<file path="config.mk">
export PLATFORM = sky130hd
export DESIGN_NAME = btb_multi_lane
export DESIGN_NICKNAME = d
export VERILOG_FILES = /design/src/rtl/btb_multi_lane.sv
export SDC_FILE = /design/constraint.sdc
export NUM_CORES = 2
export LEC_CHECK = 0
export BUFFER_PORTS_ARGS = -buffer_cell sky130_fd_sc_hd__buf_4
export CAP_MARGIN = 20
export CORE_MARGIN = 2
export CORE_UTILIZATION = 50
export DETAILED_ROUTE_END_ITERATION = 12
export GPL_TIMING_DRIVEN = 0
export PLACE_DENSITY = 0.66
export SYNTH_ARGS = -nofsm -noshare
export SYNTH_HDL_FRONTEND = slang
export SYNTH_SLANG_ARGS = --single-unit
</file>
<file path="constraint.sdc">
create_clock -name clk -period 4.95 [get_ports clk]
set_clock_uncertainty 0.05 [all_clocks]
set_input_delay 0.495 -clock clk [delete_from_list [all_inputs] [get_ports clk]]
set_output_delay 0.495 -clock clk [all_outputs]
set_load 0.1 [all_outputs]
</file>
<file path="src/rtl/btb_multi_lane.sv">
// Multi-lane branch target buffer: one bank per fetch lane, tagged entries with
// 2-bit direction counters, registered response, and a multi-cycle invalidate sweep.
module btb_multi_lane #(
  parameter int FETCH_WIDTH = 4,
  parameter int ENTRIES     = 16,
  parameter int TAG_W       = 8
) (
  input  logic                      clk,
  input  logic                      rst,
  input  logic                      lookup_valid_i,
  input  logic [31:0]               lookup_vaddr_i,
  input  logic [FETCH_WIDTH-1:0]    lookup_enable_i,
  input  logic                      stall_i,
  input  logic                      flush_i,
  input  logic                      upd_valid_i,
  input  logic [31:0]               upd_vaddr_i,
  input  logic                      upd_taken_i,
  input  logic [31:0]               upd_dest_i,
  output logic                      resp_valid_o,
  output logic [FETCH_WIDTH-1:0]    pred_take_o,
  output logic [32*FETCH_WIDTH-1:0] pred_dest_o,
  output logic                      any_take_o,
  output logic [$clog2(FETCH_WIDTH)-1:0] first_take_idx_o,
  output logic [31:0]               valid_dest_o,
  output logic                      need_delay_slot_o,
  output logic                      busy_o
);
  localparam int LB = $clog2(FETCH_WIDTH);
  localparam int IB = $clog2(ENTRIES);

  typedef enum logic {IDLE, FLUSH} state_e;

  state_e state_q, state_d;
  logic [IB-1:0] cnt_q, cnt_d;

  logic [FETCH_WIDTH-1:0][ENTRIES-1:0]      valid_q;
  logic [FETCH_WIDTH-1:0][ENTRIES-1:0][1:0] ctr_q;
  logic [TAG_W-1:0] tag_q  [FETCH_WIDTH][ENTRIES];
  logic [31:2]      dest_q [FETCH_WIDTH][ENTRIES];

  // Lookup address decode: the group base is aligned, so every lane uses one index/tag.
  logic [31:0]      base;
  logic [IB-1:0]    lk_idx;
  logic [TAG_W-1:0] lk_tag;
  assign base   = {lookup_vaddr_i[31:LB+2], {(LB+2){1'b0}}};
  assign lk_idx = lookup_vaddr_i[LB+IB+1:LB+2];
  assign lk_tag = lookup_vaddr_i[LB+IB+TAG_W+1:LB+IB+2];

  logic [LB-1:0]    up_lane;
  logic [IB-1:0]    up_idx;
  logic [TAG_W-1:0] up_tag;
  assign up_lane = upd_vaddr_i[LB+1:2];
  assign up_idx  = upd_vaddr_i[LB+IB+1:LB+2];
  assign up_tag  = upd_vaddr_i[LB+IB+TAG_W+1:LB+IB+2];

  logic unused_bits;
  assign unused_bits = ^{upd_vaddr_i, upd_dest_i[1:0], lookup_vaddr_i[LB+1:0]};

  logic [FETCH_WIDTH-1:0]         take;
  logic [FETCH_WIDTH-1:0][31:0]   dest;
  logic [LB-1:0]                  first;
  logic                           any;
  logic [31:0]                    next_pc;

  // NOTE: every always_comb output gets a default first so no path can infer a latch.
  always_comb begin
    take  = '0;
    dest  = '0;
    first = '0;
    for (int i = 0; i < FETCH_WIDTH; i++) begin
      take[i] = valid_q[i][lk_idx] && (tag_q[i][lk_idx] == lk_tag)
                && ctr_q[i][lk_idx][1] && lookup_enable_i[i];
      dest[i] = take[i] ? {dest_q[i][lk_idx], 2'b00} : base + 32'(4 * i + 8);
    end
    for (int i = FETCH_WIDTH - 1; i >= 0; i--) begin
      if (take[i]) first = LB'(i);
    end
    any     = |take;
    next_pc = any ? dest[first] : base + 32'(4 * FETCH_WIDTH);
  end

  logic       upd_en, upd_hit;
  logic [1:0] ctr_new;

  always_comb begin
    upd_hit = valid_q[up_lane][up_idx] && (tag_q[up_lane][up_idx] == up_tag);
    upd_en  = upd_valid_i && (state_q == IDLE) && !flush_i;
    ctr_new = ctr_q[up_lane][up_idx];
    if (!upd_hit)                 ctr_new = 2'b10;
    else if (upd_taken_i)         ctr_new = (ctr_new == 2'b11) ? 2'b11 : ctr_new + 2'b01;
    else if (ctr_new != 2'b00)    ctr_new = ctr_new - 2'b01;
  end

  always_comb begin
    state_d = state_q;
    cnt_d   = cnt_q;
    case (state_q)
      IDLE: if (flush_i) begin
        state_d = FLUSH;
        cnt_d   = '0;
      end
      FLUSH: begin
        if (flush_i) begin
          cnt_d = '0;
        end else if (cnt_q == IB'(ENTRIES - 1)) begin
          state_d = IDLE;
          cnt_d   = '0;
        end else begin
          cnt_d = cnt_q + 1'b1;
        end
      end
      default: state_d = IDLE;
    endcase
  end

  // NOTE: sequential state uses non-blocking writes, which also gives lookups
  // read-before-write semantics against a same-edge update.
  always_ff @(posedge clk or negedge rst) begin
    if (!rst) begin
      state_q <= IDLE;
      cnt_q   <= '0;
      valid_q <= '0;
      ctr_q   <= '0;
    end else begin
      state_q <= state_d;
      cnt_q   <= cnt_d;
      if (state_q == FLUSH) begin
        for (int l = 0; l < FETCH_WIDTH; l++) valid_q[l][cnt_q] <= 1'b0;
      end else if (upd_en && (upd_hit || upd_taken_i)) begin
        valid_q[up_lane][up_idx] <= 1'b1;
        ctr_q[up_lane][up_idx]   <= ctr_new;
      end
    end
  end

  // NOTE: tag/dest arrays carry no reset; the valid bits alone gate their use.
  always_ff @(posedge clk) begin
    if (upd_en && upd_taken_i) begin
      tag_q[up_lane][up_idx]  <= up_tag;
      dest_q[up_lane][up_idx] <= upd_dest_i[31:2];
    end
  end

  logic                         resp_valid_q, any_q, need_ds_q;
  logic [FETCH_WIDTH-1:0]       take_q;
  logic [FETCH_WIDTH-1:0][31:0] pred_dest_q;
  logic [LB-1:0]                first_q;
  logic [31:0]                  next_pc_q;

  always_ff @(posedge clk or negedge rst) begin
    if (!rst) begin
      resp_valid_q <= 1'b0;
      take_q       <= '0;
      pred_dest_q  <= '0;
      any_q        <= 1'b0;
      first_q      <= '0;
      next_pc_q    <= '0;
      need_ds_q    <= 1'b0;
    end else if (!stall_i) begin
      resp_valid_q <= lookup_valid_i && (state_q == IDLE);
      take_q       <= take;
      pred_dest_q  <= dest;
      any_q        <= any;
      first_q      <= first;
      next_pc_q    <= next_pc;
      need_ds_q    <= any && (first == LB'(FETCH_WIDTH - 1));
    end
  end

  assign resp_valid_o      = resp_valid_q;
  assign pred_take_o       = take_q;
  assign pred_dest_o       = pred_dest_q;
  assign any_take_o        = any_q;
  assign first_take_idx_o  = first_q;
  assign valid_dest_o      = next_pc_q;
  assign need_delay_slot_o = need_ds_q;
  assign busy_o            = (state_q == FLUSH);
endmodule

</file>
Word level (Yosys, flattened, before mapping)
Memories as Yosys holds them, arrays and structs flattened.
Index checks and enable logic that the tools add are counted.
{"block": "classes", "n_reduce_logical": 29, "muxes": 94, "order_cmp": 11, "addsub": 7, "bitwise": 9, "n_eq_ne": 9}
{"operator": "30-bit binary-select mux with 4-bit select", "n": 4}
{"operator": "480-bit two-way mux", "n": 1}
{"operator": "30-bit two-way mux", "n": 9}
{"operator": "32-bit two-way mux", "n": 8}
{"operator": "8-bit binary-select mux with 4-bit select", "n": 5}
{"operator": "32-bit binary-select mux with 2-bit select", "n": 2}
{"operator": "128-bit bitwise mux", "n": 1}
{"operator": "128-bit two-way mux", "n": 1}
{"operator": "64-bit two-way mux", "n": 2}
{"operator": "30-bit demux with 4-bit select", "n": 1}
{"operator": "8-bit two-way mux", "n": 11}
{"operator": "32-bit by 4-bit adder with 32-bit output (second input constant)", "n": 2}
{"operator": "32-bit by 5-bit adder with 32-bit output (second input constant)", "n": 2}
{"operator": "16-bit bitwise AND", "n": 4}
{"operator": "32-bit demux with 2-bit select", "n": 1}
{"operator": "64-bit bitwise OR", "n": 1}
{"operator": "2-bit binary-select mux with 4-bit select", "n": 5}
{"operator": "8-bit == test", "n": 5}
{"operator": "16-bit binary-select mux with 2-bit select", "n": 1}
{"operator": "16-bit demux with 2-bit select", "n": 1}
{"operator": "8-bit demux with 4-bit select", "n": 1}
{"operator": "16-bit two-way mux", "n": 2}
{"operator": "2-bit two-way mux", "n": 14}
{"operator": "1-bit logical AND", "n": 23}
{"operator": "27 further kinds", "n": 52}
{"block": "word_totals", "n_memories": 2, "in_bits": 107, "ramBits": 2432, "regBits": 366}
{"name": "dest_q", "words": 4, "word_bits": 480, "read_ports": 4, "rd_clocked_by_memory_dff": 0, "wr": 1, "line": "39", "rtl": "logic [31:2] dest_q [FETCH_WIDTH][ENTRIES];"}
{"name": "tag_q", "words": 4, "word_bits": 128, "read_ports": 5, "rd_clocked_by_memory_dff": 0, "wr": 1, "line": "38", "rtl": "logic [TAG_W-1:0] tag_q [FETCH_WIDTH][ENTRIES];"}

Longest topological paths before layout
{"block": "depth", "word_depth": 15, "depth_mapped": 18}

Worst setup path after synthesis
OpenSTA, ideal clock, no wires.
{"block": "synth_path", "kind": "input -> register", "from": "input port upd_vaddr_i[2]", "to": "memory dest_q[1][100] (netlist name) (enable)", "setup_ps": 434, "path_buffers": 8, "arrival_ps": 4017, "setup_slack_ps": 449, "required_ps": 4466, "stages": 10, "path_cell_list": "buf_4 buf_4 buf_2 buf_4 buf_2 buf_2 buf_2 nand3b_1 clkbuf_1 nor2_1"}
{"item": "start: declaration", "line": "16", "rtl": "input logic [31:0] upd_vaddr_i,"}
{"item": "end: declaration", "line": "39"}
No word-level cell before the write port.

Final worst setup path
{"block": "layout_path", "from": "input port upd_vaddr_i[2]", "to": "register ctr_q[112] (netlist name)"}
{"block": "layout_between", "elab_chain_len": 9, "word_cells_on_any_way": 31}
{"item": "32-bit binary-select mux with 2-bit select / memory read 4 x 128 bit (equally long branches)"}
{"item": "32-bit two-way mux (not written as such) / 8-bit binary-select mux with 4-bit select (equally long branches)", "line": "88, 86"}
{"item": "2-bit binary-select mux with 4-bit select / 8-bit two-way mux (equally long branches)", "line": "88, 86"}
{"item": "2-bit two-way mux (not written as such) / 8-bit two-way mux (equally long branches)", "line": "88, 86"}
{"item": "2-bit by 1-bit subtractor with 2-bit output, or another cell as far along", "line": "91", "rtl": "else if (ctr_new != 2'b00) ctr_new = ctr_new - 2'b01;"}
{"item": "2-bit two-way mux, or another cell as far along", "line": "91"}
{"item": "2-bit two-way mux / 1-bit logical OR (equally long branches)", "line": "90, 129"}
{"item": "2-bit two-way mux / 1-bit logical AND (equally long branches)", "line": "89, 129"}
{"item": "128-bit bitwise mux / 2-bit AND reduction (equally long branches)"}
{"item": "end signal: indexed assignment", "line": "131", "rtl": "ctr_q[up_lane][up_idx] <= ctr_new;"}
{"item": "end: declaration", "line": "37", "rtl": "logic [FETCH_WIDTH-1:0][ENTRIES-1:0][1:0] ctr_q;"}
Parallel ways exist; a longest one is shown, timed or not. The select of a mux whose other input is x is not followed.
A chain may end at the register's enable or synchronous reset.

==> flow_metrics.env <==
export IMPL_worstMarginPinSlew_ps=1490
export IMPL_tns_ps=-50610
export IMPL_crit_slowest_cell="nor4_2"
export IMPL_cts_clk_slew_worst_paths_ps=60
export IMPL_core_area_mm2=0.230
export IMPL_synth_seq_cells=2788
export IMPL_worst_setup_path_end_kind="flop"
export IMPL_cts_max_level=5
export IMPL_initial_core_util_pct=50.3
export IMPL_globalRouteTotalUtil_pct=39.2
export IMPL_clockRootBuffer="clkbuf_16"
export IMPL_multi_input_logic_area_mm2=0.0326
export IMPL_regArea_mm2=0.0819
export IMPL_failed_checks="max-capacitance violations, negative setup slack"
export IMPL_postRouteAntennaNets=0
export IMPL_crit_family="buffers and inverters"
export IMPL_die_height_um=485
export IMPL_fin_crit_sh_pct=108
export IMPL_final_core_utilization_pct=59.1
export IMPL_intPower_uw=40100
export IMPL_timing_final_crit_period_ps=5340
export IMPL_first_iter_violations=13900
export IMPL_setup_violations_final=310
export IMPL_ys_seq_area_share_pct=70.9
export IMPL_final_cell_area_mm2=0.136
export IMPL_hold_path_depth=1
export IMPL_tritoncts_sink_count=2788
export IMPL_insertion_delay_ps=990
export IMPL_grt_start_max_net_pins=111
export IMPL_tritoncts="done"
export IMPL_ys_dominant_reg_cell="edfxtp_1"
export IMPL_switching_power_uw=12700
export IMPL_critPathRequiredTime_ps=5720
export IMPL_clockBufferDepth=4
export IMPL_timing_max_transition_violations_final=0
export IMPL_share_seq_of_total_power_pct=49.0
export IMPL_grt_antenna_before_repair=60
export IMPL_setup_worst_path_class="in -> reg"
export IMPL_grt_pass1_wl_mm=613
export IMPL_routed_wire_length_per_instance_um=46.7
export IMPL_syn_to_final_growth_pct=17.5
export IMPL_first_global_vias=68500
export IMPL_avgSynthCellArea_um2=19.8
export IMPL_final_fill_count=16900
export IMPL_switching_share_pct=24.1
export IMPL_placed_area_mm2=0.125
export IMPL_critical_path_n_buffers_inverters=7
export IMPL_worstPathMaxFanout=10
export IMPL_outcome="complete, but fails checks"
export IMPL_timing_slew_headroom_pct=0.751
export IMPL_finalNetCount=6713
export IMPL_static_leakage_uw=0.0460
export IMPL_cts_buffers_inserted=305
export IMPL_routed_via_count=71500
export IMPL_hold_class="in -> reg"
export IMPL_die_area_mm2=0.235
export IMPL_timing_critical_path_from="upd_vaddr_i[2]"
export IMPL_timing_hold_violations_final=0
export IMPL_critical_path_max_stage_delay_ps=530
export IMPL_regToRegStartpoint="tag_q[2][94]"
export IMPL_clock_share_of_power_pct=42.5
export IMPL_chipWidth_um=485
export IMPL_dpl_cell_count=9291
export IMPL_totalWireLength_mm=462
export IMPL_worstPathCellList="buf_4 -> buf_4 -> buf_4 -> buf_4 -> buf_4 -> buf_4 -> mux4_2 -> mux2i_2 -> o211ai_1 -> nor4_2 -> a21o_1 -> nand4_1 -> nor4_2 -> nor2_2 -> buf_2 -> nor3_2 -> mux2_2"
export IMPL_io_buffer_count=232
export IMPL_drive_gt1_share_pct=33.9
export IMPL_post_dp_hpwl_mm=323
export IMPL_first_pass_iters=12
export IMPL_mappedNetlistArea_mm2=0.116
export IMPL_detail_route_vias_per_cell=7.23
export IMPL_drc_errors=0
export IMPL_power_ir_vdd_worst_v=0.000336
export IMPL_setup_slack_ps=-392
export IMPL_power_per_cell_area_mw_per_mm2=388
export IMPL_maxClockFrequency_ghz=0.187
export IMPL_r2r_cells=10
export IMPL_place_gp_congestion=1.03
export IMPL_grt_overflow=0
export IMPL_ys_types=90
export IMPL_synth_edf_count=2432
export IMPL_hold_start="upd_dest_i[8]"
export IMPL_rows=176
export IMPL_worstSetupPathDepth=17
export IMPL_worst_path_most_repeated_cell="buf_4"
export IMPL_finalNonFillerCells=9884
export IMPL_worstPathArrival_ps=6110
export IMPL_synth_yosys_warnings=0
export IMPL_pin_count=277
export IMPL_synthArstFlopShare_pct=12.8
export IMPL_critPathLaunchType="primary input"
export IMPL_synthCells=5835
export IMPL_power_share_combinational_pct=8.5
export IMPL_max_cap_violations=1
[state kept, by name (all words and copies together), names as in the netlist]
| register | flops |
|---|---|
| valid_dest_o | 30 |
| any_take_o | 1 |
| busy_o | 1 |
| valid_q | 64 |
| resp_valid_o | 1 |
| first_take_idx_o | 2 |
| pred_take_o | 4 |
| cnt_q | 4 |
| tag_q | 512 |
| dest_q | 1920 |
| ctr_q | 128 |
| pred_dest_o | 120 |
| need_delay_slot_o | 1 |
[cell usage after synthesis, types with 10 or more instances]
cell type / number / area [um2]
o22ai_1: 10 / 62.6
a21oi_1: 75 / 375
buf_1: 33 / 124
a22o_1: 19 / 166
nand2_1: 236 / 886
a31oi_1: 36 / 225
nand2b_1: 16 / 100
a2bb2oi_1: 10 / 87.6
mux4_2: 826 / 18600
nor3_2: 60 / 601
o211ai_1: 26 / 195
edfxtp_1: 2432 / 73000
and2_1: 14 / 87.6
xnor2_1: 47 / 412
buf_6: 10 / 113
nor3_1: 20 / 100
mux2i_1: 191 / 1910
a221oi_1: 20 / 175
clkbuf_1: 173 / 649
o221ai_1: 21 / 184
a22oi_1: 83 / 623
o2bb2ai_1: 18 / 158
nor2b_1: 49 / 307
mux2_2: 207 / 2330
o21ai_0: 99 / 495
nand4_1: 28 / 175
xor2_1: 22 / 193
inv_1: 14 / 52.6
dfrtp_1: 356 / 8910
nor2_1: 153 / 574
buf_2: 130 / 651
and3_1: 22 / 138
a21o_1: 73 / 548
nand3_1: 79 / 395
mux2_1: 32 / 360
buf_4: 36 / 270
[power by group through the flow]
| stage | logic [uW] | registers [uW] | clock network (uW) |
|---|---|---|---|
| 2_1_floorplan | 1630 | 27100 | 0 |
| 3_3_place_gp | 4180 | 26300 | 0 |
| 3_5_place_dp | 4290 | 26400 | 0 |
| 4_1_cts | 4340 | 25900 | 22400 |
| 5_1_grt | 4500 | 25900 | 23300 |
| 6_report | 4480 | 25900 | 22400 |
[layer usage]
metal	vias up	part of all wire, %	wire length [um]	GRT usage, %
met2	6514	44	204000	57.6
li1	25800	-	-	-
met3	1837	13	61300	13.1
met1	37300	33	152000	48.6
met5	-	0.040	187	0
met4	22	9.5	43700	29.5
[placed cells by master (no fill, tap or decap), types with 21 or more instances in the layout]
| master | instances |
|---|---|
| a21o_1 | 73 |
| o221ai_1 | 21 |
| clkbuf_16 | 309 |
| dfrtp_1 | 356 |
| nand4_1 | 28 |
| nand3_1 | 77 |
| edfxtp_1 | 2432 |
| buf_8 | 39 |
| buf_12 | 123 |
| bufinv_16 | 29 |
| xor2_1 | 21 |
| clkbuf_2 | 62 |
| buf_2 | 68 |
| diode_2 | 44 |
| buf_6 | 27 |
| nand2_1 | 233 |
| nor2_4 | 65 |
| a21oi_1 | 71 |
| mux2i_1 | 189 |
| clkbuf_1 | 181 |
| o21ai_0 | 95 |
| a31oi_1 | 34 |
| o211ai_1 | 26 |
| clkinv_2 | 32 |
| nor2b_1 | 44 |
| mux4_2 | 826 |
| mux2_2 | 207 |
| and3_1 | 22 |
| mux2_1 | 32 |
| xnor2_1 | 47 |
| a22oi_1 | 83 |
| clkinv_1 | 49 |
| nor3_2 | 60 |
| buf_4 | 331 |
| nor2_1 | 86 |
[through the flow]
stage	total power [uW]	worst slack, ps	hold slack, ps
CTS	52600	1.32	2.07
detailed placement	30600	-3010	421
finish	52800	-392	31.7
global route	53700	-50.1	29.0
global placement	30500	-5210	414
floorplan	28700	449	149
[area by class of cell]
class / count / share of cell area, %
flip-flops and latches: 2788 / 60.3
multi-input cells: 2657 / 24.0
clock buffers: 397 / 6.03
repair buffers: 460 / 4.20
well taps: 3026 / 2.79
plain buffers: 372 / 1.56
clock inverters: 123 / 0.998
diodes: 44 / 0.0810
inverters: 17 / 0.0470
[cells by family after synthesis]
| logic type | after synthesis | synth area share, % |
|---|---|---|
| flops | 2788 | 70.9 |
| mux | 1256 | 20.1 |
| simple gates | 751 | 3.42 |
| compound gates | 566 | 3.46 |
| buf+inv | 399 | 1.62 |
| xor+xnor | 69 | 0.523 |
| fa+ha+maj | 5 | 0.0541 |
| other cells | 1 | 0.00324 |
[final timing paths]
check / end / slack, ps
worst max-delay path: ctr_q[112] / -390
worst min register to register: ctr_q[80] / 430
max in group asynchronous: pred_dest_o[58] / 2690
min in group asynchronous: cnt_q[3] / 130
worst max register to register: pred_dest_o[85] / -130
worst min-delay path: dest_q[3][246] / 30
[timing repair]
item / 4_1_cts / 5_1_grt
endpoints found under the hold margin: 142 / 0
resized for setup: 164 / 57
hold buffers: 18 / 0
setup buffers: 5 / 7
pin swaps: 2 / 6
setup endpoints to repair: 999 / 212
gates cloned: 0 / 0
Note: power is estimated with default switching activity, not from simulation.
